<file path="src/rtl/tensor_serializer.sv">
// ============================================================================
// Module   : tensor_serializer
// Brief    : Snapshots a channel x frame tensor on a done tick and streams it
//            out one sample per transfer over valid/ready, channel-major.
// Revision : 1.0
// ============================================================================
`default_nettype none

module tensor_serializer #(
  parameter  int NUM_CHANNELS       = 2,
  parameter  int FRAMES_PER_CHANNEL = 4,
  parameter  int DATA_WIDTH         = 16,
  localparam int CW = (NUM_CHANNELS > 1) ? $clog2(NUM_CHANNELS) : 1,
  localparam int FW = (FRAMES_PER_CHANNEL > 1) ? $clog2(FRAMES_PER_CHANNEL) : 1
) (
  input  logic                         clk,
  input  logic                         rst_n,
  input  logic                         i_done_tick,
  input  logic signed [DATA_WIDTH-1:0] i_data [0:NUM_CHANNELS-1][0:FRAMES_PER_CHANNEL-1],
  output logic                         o_valid,
  input  logic                         i_ready,
  output logic signed [DATA_WIDTH-1:0] o_data,
  output logic [CW-1:0]                o_ch_idx,
  output logic [FW-1:0]                o_fr_idx,
  output logic                         o_last,
  output logic                         o_busy,
  output logic                         o_block_done_tick,
  output logic                         o_overrun_tick
);

  typedef enum logic [0:0] {
    S_IDLE   = 1'b0,
    S_STREAM = 1'b1
  } state_t;

  localparam logic [CW-1:0] c_last_ch = CW'(NUM_CHANNELS - 1);
  localparam logic [FW-1:0] c_last_fr = FW'(FRAMES_PER_CHANNEL - 1);
  localparam logic          c_single  = (NUM_CHANNELS == 1) && (FRAMES_PER_CHANNEL == 1);

  state_t                         r_state;
  state_t                         w_state_nxt;
  logic signed [DATA_WIDTH-1:0]   r_buf [0:NUM_CHANNELS-1][0:FRAMES_PER_CHANNEL-1];
  logic [CW-1:0]                  r_ch;
  logic [CW-1:0]                  w_ch_nxt;
  logic [FW-1:0]                  r_fr;
  logic [FW-1:0]                  w_fr_nxt;
  logic signed [DATA_WIDTH-1:0]   r_data;
  logic signed [DATA_WIDTH-1:0]   w_data_nxt;
  logic                           r_last;
  logic                           w_last_nxt;
  logic                           r_done;
  logic                           w_done_nxt;
  logic                           r_over;
  logic                           w_over_nxt;
  logic                           w_capture;
  logic                           w_xfer;
  logic                           w_final;

  assign w_xfer  = (r_state == S_STREAM) && i_ready;
  assign w_final = (r_ch == c_last_ch) && (r_fr == c_last_fr);

  always_comb begin
    w_state_nxt = r_state;
    w_ch_nxt    = r_ch;
    w_fr_nxt    = r_fr;
    w_data_nxt  = r_data;
    w_last_nxt  = r_last;
    w_done_nxt  = 1'b0;
    w_over_nxt  = 1'b0;
    w_capture   = 1'b0;

    case (r_state)
      S_IDLE: begin
        if (i_done_tick) begin
          w_capture   = 1'b1;
          w_state_nxt = S_STREAM;
        end
      end
      S_STREAM: begin
        if (w_xfer && w_final) begin
          w_done_nxt = 1'b1;
          // A tick coinciding with the final transfer chains the next tensor.
          if (i_done_tick) begin
            w_capture = 1'b1;
          end else begin
            w_state_nxt = S_IDLE;
            w_last_nxt  = 1'b0;
          end
        end else begin
          if (w_xfer) begin
            if (r_fr == c_last_fr) begin
              w_fr_nxt = '0;
              w_ch_nxt = r_ch + 1'b1;
            end else begin
              w_fr_nxt = r_fr + 1'b1;
            end
            w_data_nxt = r_buf[w_ch_nxt][w_fr_nxt];
            w_last_nxt = (w_ch_nxt == c_last_ch) && (w_fr_nxt == c_last_fr);
          end
          w_over_nxt = i_done_tick;
        end
      end
      default: begin
        w_state_nxt = S_IDLE;
      end
    endcase

    // Capture presents sample (0,0) straight from the input array.
    if (w_capture) begin
      w_ch_nxt   = '0;
      w_fr_nxt   = '0;
      w_data_nxt = i_data[0][0];
      w_last_nxt = c_single;
    end
  end

  always_ff @(posedge clk) begin
    if (!rst_n) begin
      r_state <= S_IDLE;
      r_ch    <= '0;
      r_fr    <= '0;
      r_data  <= '0;
      r_last  <= 1'b0;
      r_done  <= 1'b0;
      r_over  <= 1'b0;
    end else begin
      r_state <= w_state_nxt;
      r_ch    <= w_ch_nxt;
      r_fr    <= w_fr_nxt;
      r_data  <= w_data_nxt;
      r_last  <= w_last_nxt;
      r_done  <= w_done_nxt;
      r_over  <= w_over_nxt;
    end
  end

  always_ff @(posedge clk) begin
    if (w_capture) begin
      r_buf <= i_data;
    end
  end

  assign o_valid           = (r_state == S_STREAM);
  assign o_busy            = (r_state == S_STREAM);
  assign o_data            = r_data;
  assign o_ch_idx          = r_ch;
  assign o_fr_idx          = r_fr;
  assign o_last            = r_last;
  assign o_block_done_tick = r_done;
  assign o_overrun_tick    = r_over;

endmodule

`default_nettype wire

</file>
<file path="config.mk">
export PLATFORM = sky130hd
export DESIGN_NAME = tensor_serializer
export DESIGN_NICKNAME = d
export VERILOG_FILES = /design/src/rtl/tensor_serializer.sv
export SDC_FILE = /design/constraint.sdc
export NUM_CORES = 1
export LEC_CHECK = 0
export ABC_AREA = 1
export CORE_ASPECT_RATIO = 0.5
export CORE_MARGIN = 2
export CORE_UTILIZATION = 45
export DETAILED_ROUTE_END_ITERATION = 10
export DONT_BUFFER_PORTS = 1
export SYNTH_ARGS = -nofsm -noshare
export SYNTH_HDL_FRONTEND = slang
export SYNTH_SLANG_ARGS = --single-unit
</file>
<file path="constraint.sdc">
create_clock -name clk -period 5.5 [get_ports clk]
set_input_delay 1.1 -clock clk [delete_from_list [all_inputs] [get_ports clk]]
set_output_delay 1.1 -clock clk [all_outputs]
set_load 0.005 [all_outputs]
</file>
==> results of run 1 <==
Yosys cell counts:
cell type  number
a21oi_1        10
a21oi_2        11
buf_1           1
buf_2          14
buf_4           5
buf_6           4
clkbuf_1        7
clkinv_1        1
dfxtp_1        23
edfxtp_1      128
ha_1            3
inv_1         167
inv_2           1
nand2_1       169
nand2_2         2
nand3_1       113
nand3_2         1
nor2_1         35
nor2_4          1
nor3_1          1
o21ai_0         1
o21ai_2         1
sequential cells by signal (all words and copies together), names as in the netlist:
register,count
o_overrun_tick,1
o_busy,1
o_fr_idx,2
o_block_done_tick,1
r_buf,128
o_data,16
o_ch_idx,1
o_last,1
layer usage:
| layer | GRT usage (%) | vias to the layer above | part of all wire [%] |
|---|---|---|---|
| met2 | 29.2 | 140 | 44 |
| li1 | - | 2171 | - |
| met5 | 0 | - | 0.11 |
| met4 | 4.41 | 2 | 0.48 |
| met3 | 7.28 | 9 | 7.9 |
| met1 | 27.5 | 1947 | 47 |
power by group through the flow:
stage | Sequential, mW | Clock [mW] | Combinational, mW
2_1_floorplan | 1.37 | 0 | 0.131
5_1_grt | 1.35 | 1.25 | 0.183
3_5_place_dp | 1.37 | 0 | 0.160
4_1_cts | 1.35 | 1.20 | 0.162
6_report | 1.35 | 1.18 | 0.159
3_3_place_gp | 1.37 | 0 | 0.157
worst max-delay path, delay by kind of cell, from the launching register on:
family,cells,cell delay (ps)
buf+inv,2,1340
simple gates,3,590
fa+ha+maj,2,470
flops,1,450
final cells by class:
cell class | count | area [sq um]
fillers | 1339 | 7130
flip-flops and latches | 151 | 4300
multi-input cells | 348 | 1570
inverters | 169 | 637
clock buffers | 20 | 437
well taps | 198 | 248
clock inverters | 12 | 154
repair buffers | 4 | 30.0
path summary, 6_finish.rpt:
kind                                 start              endpoint  slack (ps)  cells after the start
setup reg to reg  o_fr_idx[0]$_SDFFE_PP0P_  r_buf[113]$_DFFE_PP_        2230                      7
setup / recovery  o_fr_idx[0]$_SDFFE_PP0P_  r_buf[113]$_DFFE_PP_        2230                      7
hold reg to reg        o_last$_SDFFE_PP0P_   o_last$_SDFFE_PP0P_         510                      2
hold / removal         o_last$_SDFFE_PP0P_   o_last$_SDFFE_PP0P_         510                      2
kinds of logic after synthesis:
family / synth area share, %
buffers and inverters: 12.2
adder cells (fa/ha/maj): 0.561
flip-flops: 64.3
AO/OA/AOI/OAI: 2.39
AND/OR/NAND/NOR: 20.5
stage by stage:
step                      hold slack (ps)  setup slack (ps)  power (mW)  utilization [%]
after detailed placement              502              2040        1.53             46.8
final                                 507              2230        2.69             50.9
after floorplan                       466               963        1.50                -
after global placement                509              2070        1.53             46.8
after global routing                  544              1970        2.79             50.9
after CTS                             512              2210        2.71             50.9
cells in the final DEF, fill, tap and decap left out:
master	instances
edfxtp_1	128
clkinv_4	2
clkbuf_16	17
o21ai_2	1
nor3_1	1
nand2_2	2
dfxtp_1	23
a21oi_1	10
inv_6	1
clkinvlp_4	3
nand3_2	1
a21oi_2	11
inv_2	1
ha_2	1
clkinv_2	3
nand2_1	169
nand3_1	113
inv_1	166
clkinv_1	1
nor2_4	1
clkbuf_1	3
nor2_1	35
buf_4	4
o21ai_0	1
bufinv_16	3
ha_1	2
inv_4	1
==> results.yml, run 1 <==
status:
  outcome: "finished, final reports clean"
pwr:
  power.density_nw_per_um2: 365
  leakage_nw: 3.30
  power_frac_seq_pct: 50.1
  pwr-share-clk_pct: 44.0
  p_int_mw: 2.08
  ir_drop_mv: 0.267
  switchingPower_mw: 0.608
  switching_share_pct: 22.6
  comb_power_share_pct: 5.9
layout:
  drive_above_1_share_pct: 7.39
  stdcell_count: 902
  diodes: 0
  syn2layout_area_growth_pct: 10.3
  nets: 826
  final_area_sq_um: 7380
synth:
  synthesis.area_sq_um: 6690
  synth_seq_cells: 151
  syn_inst: 699
  synth_nets: 834
  synthDistinctLibCells: 22
  yosysTopAreaCellShare_pct: 57.5
  synth_warnings: 0
  seq_area_frac_synth_pct: 64.3
  synth.top_cells.by_area: "edfxtp_1, nand2_1, inv_1"
  synth_top_area_cell: "edfxtp_1"
  avgSynthCellArea_sq_um: 9.57
routing:
  drt_wl_total_microns: 15200
  drtAntennaViolNets: 0
  vias: 4269
  routed_via_density: 4.73
  drc: 0
  firstDrtPassIters: 5
  drt_iter0_markers: 300
  detail_route.wl_per_cell_microns: 16.8
floorplanning:
  initial_core_util_pct: 46.1
  core_area_sq_um: 14500
  die_area_sq_um: 15900
  fp.dieH_microns: 90.2
  pin_count: 156
  dieWidth_microns: 176
  rows: 31
clock_tree:
  clk_latency_ps: 420
  cts_hold_buf: 0
  path_clk_slew_ps: 60
  clockBufferDepth: 2
  cts_tree: "yes"
  post_cts.repair.setup_buffers: 0
  cts_root_buf: "clkbuf_16"
  htree_levels: 4
  cts_resized: 0
  cts_inserted_buffers: 17
  clock_sinks: 151
worst_setup_path:
  cpMaxStageDelayCell: "inv_4"
  crit_top_cell: "nand2_2"
  required_ps: 5580
  cp-start-kind: "register"
  path_max_fanout: 79
  worstPathCellList: "ha_1 > ha_2 > nand3_2 > nand2_2 > nand2_2 > inv_4 > buf_4"
  slowest_delay_ps: 880
  critPathArrivalTime_ps: 3350
  end_kind: "register"
  critPathKind: "register to register"
timing:
  rsz0062_at_grt: "no"
  finalSetupViolCount: 0
  skew_ps: 9.27
  setup_tns_ps: 0
  finalHoldViolations: 0
  slew_viol_final: 0
  finalCritPeriodShare_pct: 59.5
  max_slew_margin_pct: 24.3
  finalCriticalPeriod_ps: 3270
  worstMarginPinSlew_ps: 1130
  fmax_ghz: 0.305
placed_design:
  place.gp.congestion: 0.778
  dpl_cell_area_sq_um: 6790
  dpl.hpwl_microns: 10000
  dp.cells: 870
  io_buffers: 0
global_route:
  grt_overflow: 0
  grt_pass1_vias: 3941
  grt_pass1_wl_microns: 22900
  track_usage_pct: 19.6
  antenna_found_initial: 1
  grt_max_degree: 80
job:
  cap_violations: 0
min_path:
  hold_class: "register to register"
No activity file was read; power rests on OpenSTA's default activity.
==> run 2, diff against run 1 <==
Settings changed: ABC_AREA 1 to 0.
Clock period 5.5 ns to 3.3 ns, I/O delays scaled along.
==> run 2 against run 1 <==
  * Critical path depth unchanged
  * Via count decreased by 31%
  * Non-clock buffer count increased by 1
  * First-iteration DRC count decreased by 22%
  * Combinational power increased by 18%
  * Maximum frequency increased by 31%
  * Routed wire length decreased by 23%
  * Hold slack got worse by 160 ps
  * Sequential share of layout area increased by 6.6 points
  * Clock skew about the same
  * Utilization increased by 1.6 points
  * Critical path type unchanged
  * Largest power group unchanged
==> results.yml, run 2 <==
status:
  outcome: "finished, final reports clean"
layout:
  layout_commonest_cell: "edfxtp_1"
  final_area_sq_um: 6630
  stdcell_count: 520
  largest_reg_flops: 128
  diodes: 0
  final_cell_mix: "edfxtp_1, mux2_2, dfxtp_1"
  nets: 472
  drive_above_1_share_pct: 25.1
  syn2layout_area_growth_pct: 14.2
  regMostFlops: "r_buf"
worst_setup_path:
  critPathKind: "register to register"
  regToRegStartpoint: "o_fr_idx[0]$_SDFFE_PP0P_"
  path_max_fanout: 39
  crit_family: "adder cells"
  crit_top_cell: "ha_4"
  critPathArrivalTime_ps: 2780
  slowest_delay_ps: 530
  cp-start-kind: "register"
  required_ps: 3590
  end_kind: "register"
  worstPathCellList: "ha_4 > ha_4 > buf_12 > mux2_2 > o2bb2ai_1 > nor3_1 > a221o_1"
  critPathLaunch: "o_fr_idx[0]$_SDFFE_PP0P_"
  r2r_end: "o_data[7]$_SDFFE_PN0P_"
  reg2reg_slack_ps: 800
  r2r_cells: 7
  cpMaxStageDelayCell: "ha_4"
  cp.buffers_inverters: 1
pwr:
  comb_power_share_pct: 4.2
  p_int_mw: 3.56
  leakage_nw: 2.15
  switchingPower_mw: 0.885
  switching_share_pct: 19.9
  ir_drop_mv: 0.364
  power_frac_seq_pct: 50.4
  pwr-share-clk_pct: 45.4
  power.density_nw_per_um2: 671
floorplanning:
  fp.dieH_microns: 84.3
  rows: 29
  initial_core_util_pct: 46.0
  dieWidth_microns: 165
  die_area_sq_um: 13900
  pin_count: 156
  core_area_sq_um: 12600
timing:
  finalSetupViolCount: 0
  worstMarginPinSlew_ps: 964
  finalCriticalPeriod_ps: 2500
  skew_ps: 9.38
  rsz0062_at_grt: "no"
  setup_tns_ps: 0
  fmax_ghz: 0.400
  finalHoldViolations: 0
  max_slew_margin_pct: 35.7
  finalCritPeriodShare_pct: 75.7
  slew_viol_final: 0
job:
  cap_violations: 0
placed_design:
  dpl_cell_area_sq_um: 6000
  dp.cells: 488
  dpl.hpwl_microns: 8080
  io_buffers: 0
  place.gp.congestion: 0.743
routing:
  routed_via_density: 5.64
  detail_route.wl_per_cell_microns: 22.4
  drtAntennaViolNets: 0
  drt_iter0_markers: 233
  firstDrtPassIters: 4
  drt_wl_total_microns: 11600
  vias: 2934
  drc: 0
global_route:
  grt_pass1_vias: 3111
  track_usage_pct: 17.4
  grt_pass1_wl_microns: 17300
  grt_overflow: 0
  grt_max_degree: 69
  antenna_found_initial: 1
synth:
  synth_edf_count: 128
  yosysTopAreaCellShare_pct: 66.2
  seq_area_frac_synth_pct: 74.2
  async_flop_share_pct: 0
  synth_warnings: 0
  synth_top_flop_cell: "edfxtp_1"
  synth_nets: 465
  synth.top_cells.by_area: "edfxtp_1, mux2_2, dfxtp_1"
  syn_inst: 330
  synth_seq_cells: 151
  synth_common_cells: "edfxtp_1, mux2_2, dfxtp_1"
  synthesis.area_sq_um: 5800
  synth_top_area_cell: "edfxtp_1"
  yosysMostFrequentCell: "edfxtp_1"
  synthDistinctLibCells: 32
  avgSynthCellArea_sq_um: 17.6
clock_tree:
  clockBufferDepth: 2
  cts_tree: "yes"
  post_cts.repair.setup_buffers: 0
  clock_sinks: 151
  htree_levels: 4
  clk_latency_ps: 400
  cts_inserted_buffers: 17
  path_clk_slew_ps: 60
  cts_hold_buf: 0
  cts_resized: 0
  cts_root_buf: "clkbuf_16"
min_path:
  hold_end: "r_buf[74]$_DFFE_PP_"
  holdPathStages: 0
  hp-start: "i_data[74]"
  hold_class: "input pin to register"
## run 2: cell types whose count changed after synthesis, sizes merged, moves of 15 or more
cell | before | now
nand3 | 114 | 0
o22ai | 0 | 16
a21oi | 21 | 2
o2bb2ai | 0 | 15
a221o | 0 | 16
inv | 168 | 3
nor2 | 36 | 8
mux2 | 0 | 47
nand2 | 171 | 2
mux2i | 0 | 17
## run 2: power groups by stage
| stage | logic (mW) | clock network (mW) | registers, mW |
|---|---|---|---|
| finish | 0.187 | 2.02 | 2.24 |
| global route | 0.206 | 2.14 | 2.25 |
| CTS | 0.191 | 2.05 | 2.24 |
| detailed placement | 0.190 | 0 | 2.28 |
| global placement | 0.184 | 0 | 2.28 |
| floorplan | 0.148 | 0 | 2.27 |
## run 2: per-stage QoR
step                hold slack, ps  util, %  power (mW)  setup slack, ps
floorplan                      478        -        2.41             47.0
CTS                            333     52.5        4.49              782
detailed placement             520     47.6        2.47              790
global placement               508     47.6        2.46              840
finish                         347     52.5        4.44              803
global route                   321     52.5        4.60              685
## run 2: final cells by class
| class | instances | area, sq um |
|---|---|---|
| well taps | 170 | 213 |
| clock buffers | 20 | 447 |
| fillers | 1022 | 6000 |
| repair buffers | 5 | 50.0 |
| clock inverters | 12 | 175 |
| inverters | 3 | 11.3 |
| flip-flops and latches | 151 | 4310 |
| multi-input cells | 159 | 1430 |
## run 2: worst max path at each step
stage	end	slack [ps]	cells past startpoint
after global placement	o_data[7]$_SDFFE_PN0P_	840	7
final	o_data[7]$_SDFFE_PN0P_	800	7
after global routing	o_data[3]$_SDFFE_PN0P_	680	7
after CTS	o_data[7]$_SDFFE_PN0P_	780	7
after detailed placement	o_data[7]$_SDFFE_PN0P_	790	7
after floorplan	r_buf[0]$_DFFE_PP_	50	4
## run 2: cells by family after synthesis
group | count (synthesis) | synth area share, %
compound gates | 60 | 8.30
flops | 151 | 74.2
simple gates | 32 | 2.89
fa+ha+maj | 3 | 0.647
buf+inv | 20 | 1.94
mux | 64 | 12.1
## run 2: layer usage
layer | up-vias | routed length (microns) | GRT usage, %
met5 | - | 13 | 0
met4 | 2 | 207 | 6.72
met3 | 20 | 758 | 6.32
met2 | 102 | 6090 | 30.4
met1 | 1457 | 4570 | 19.8
li1 | 1353 | - | -
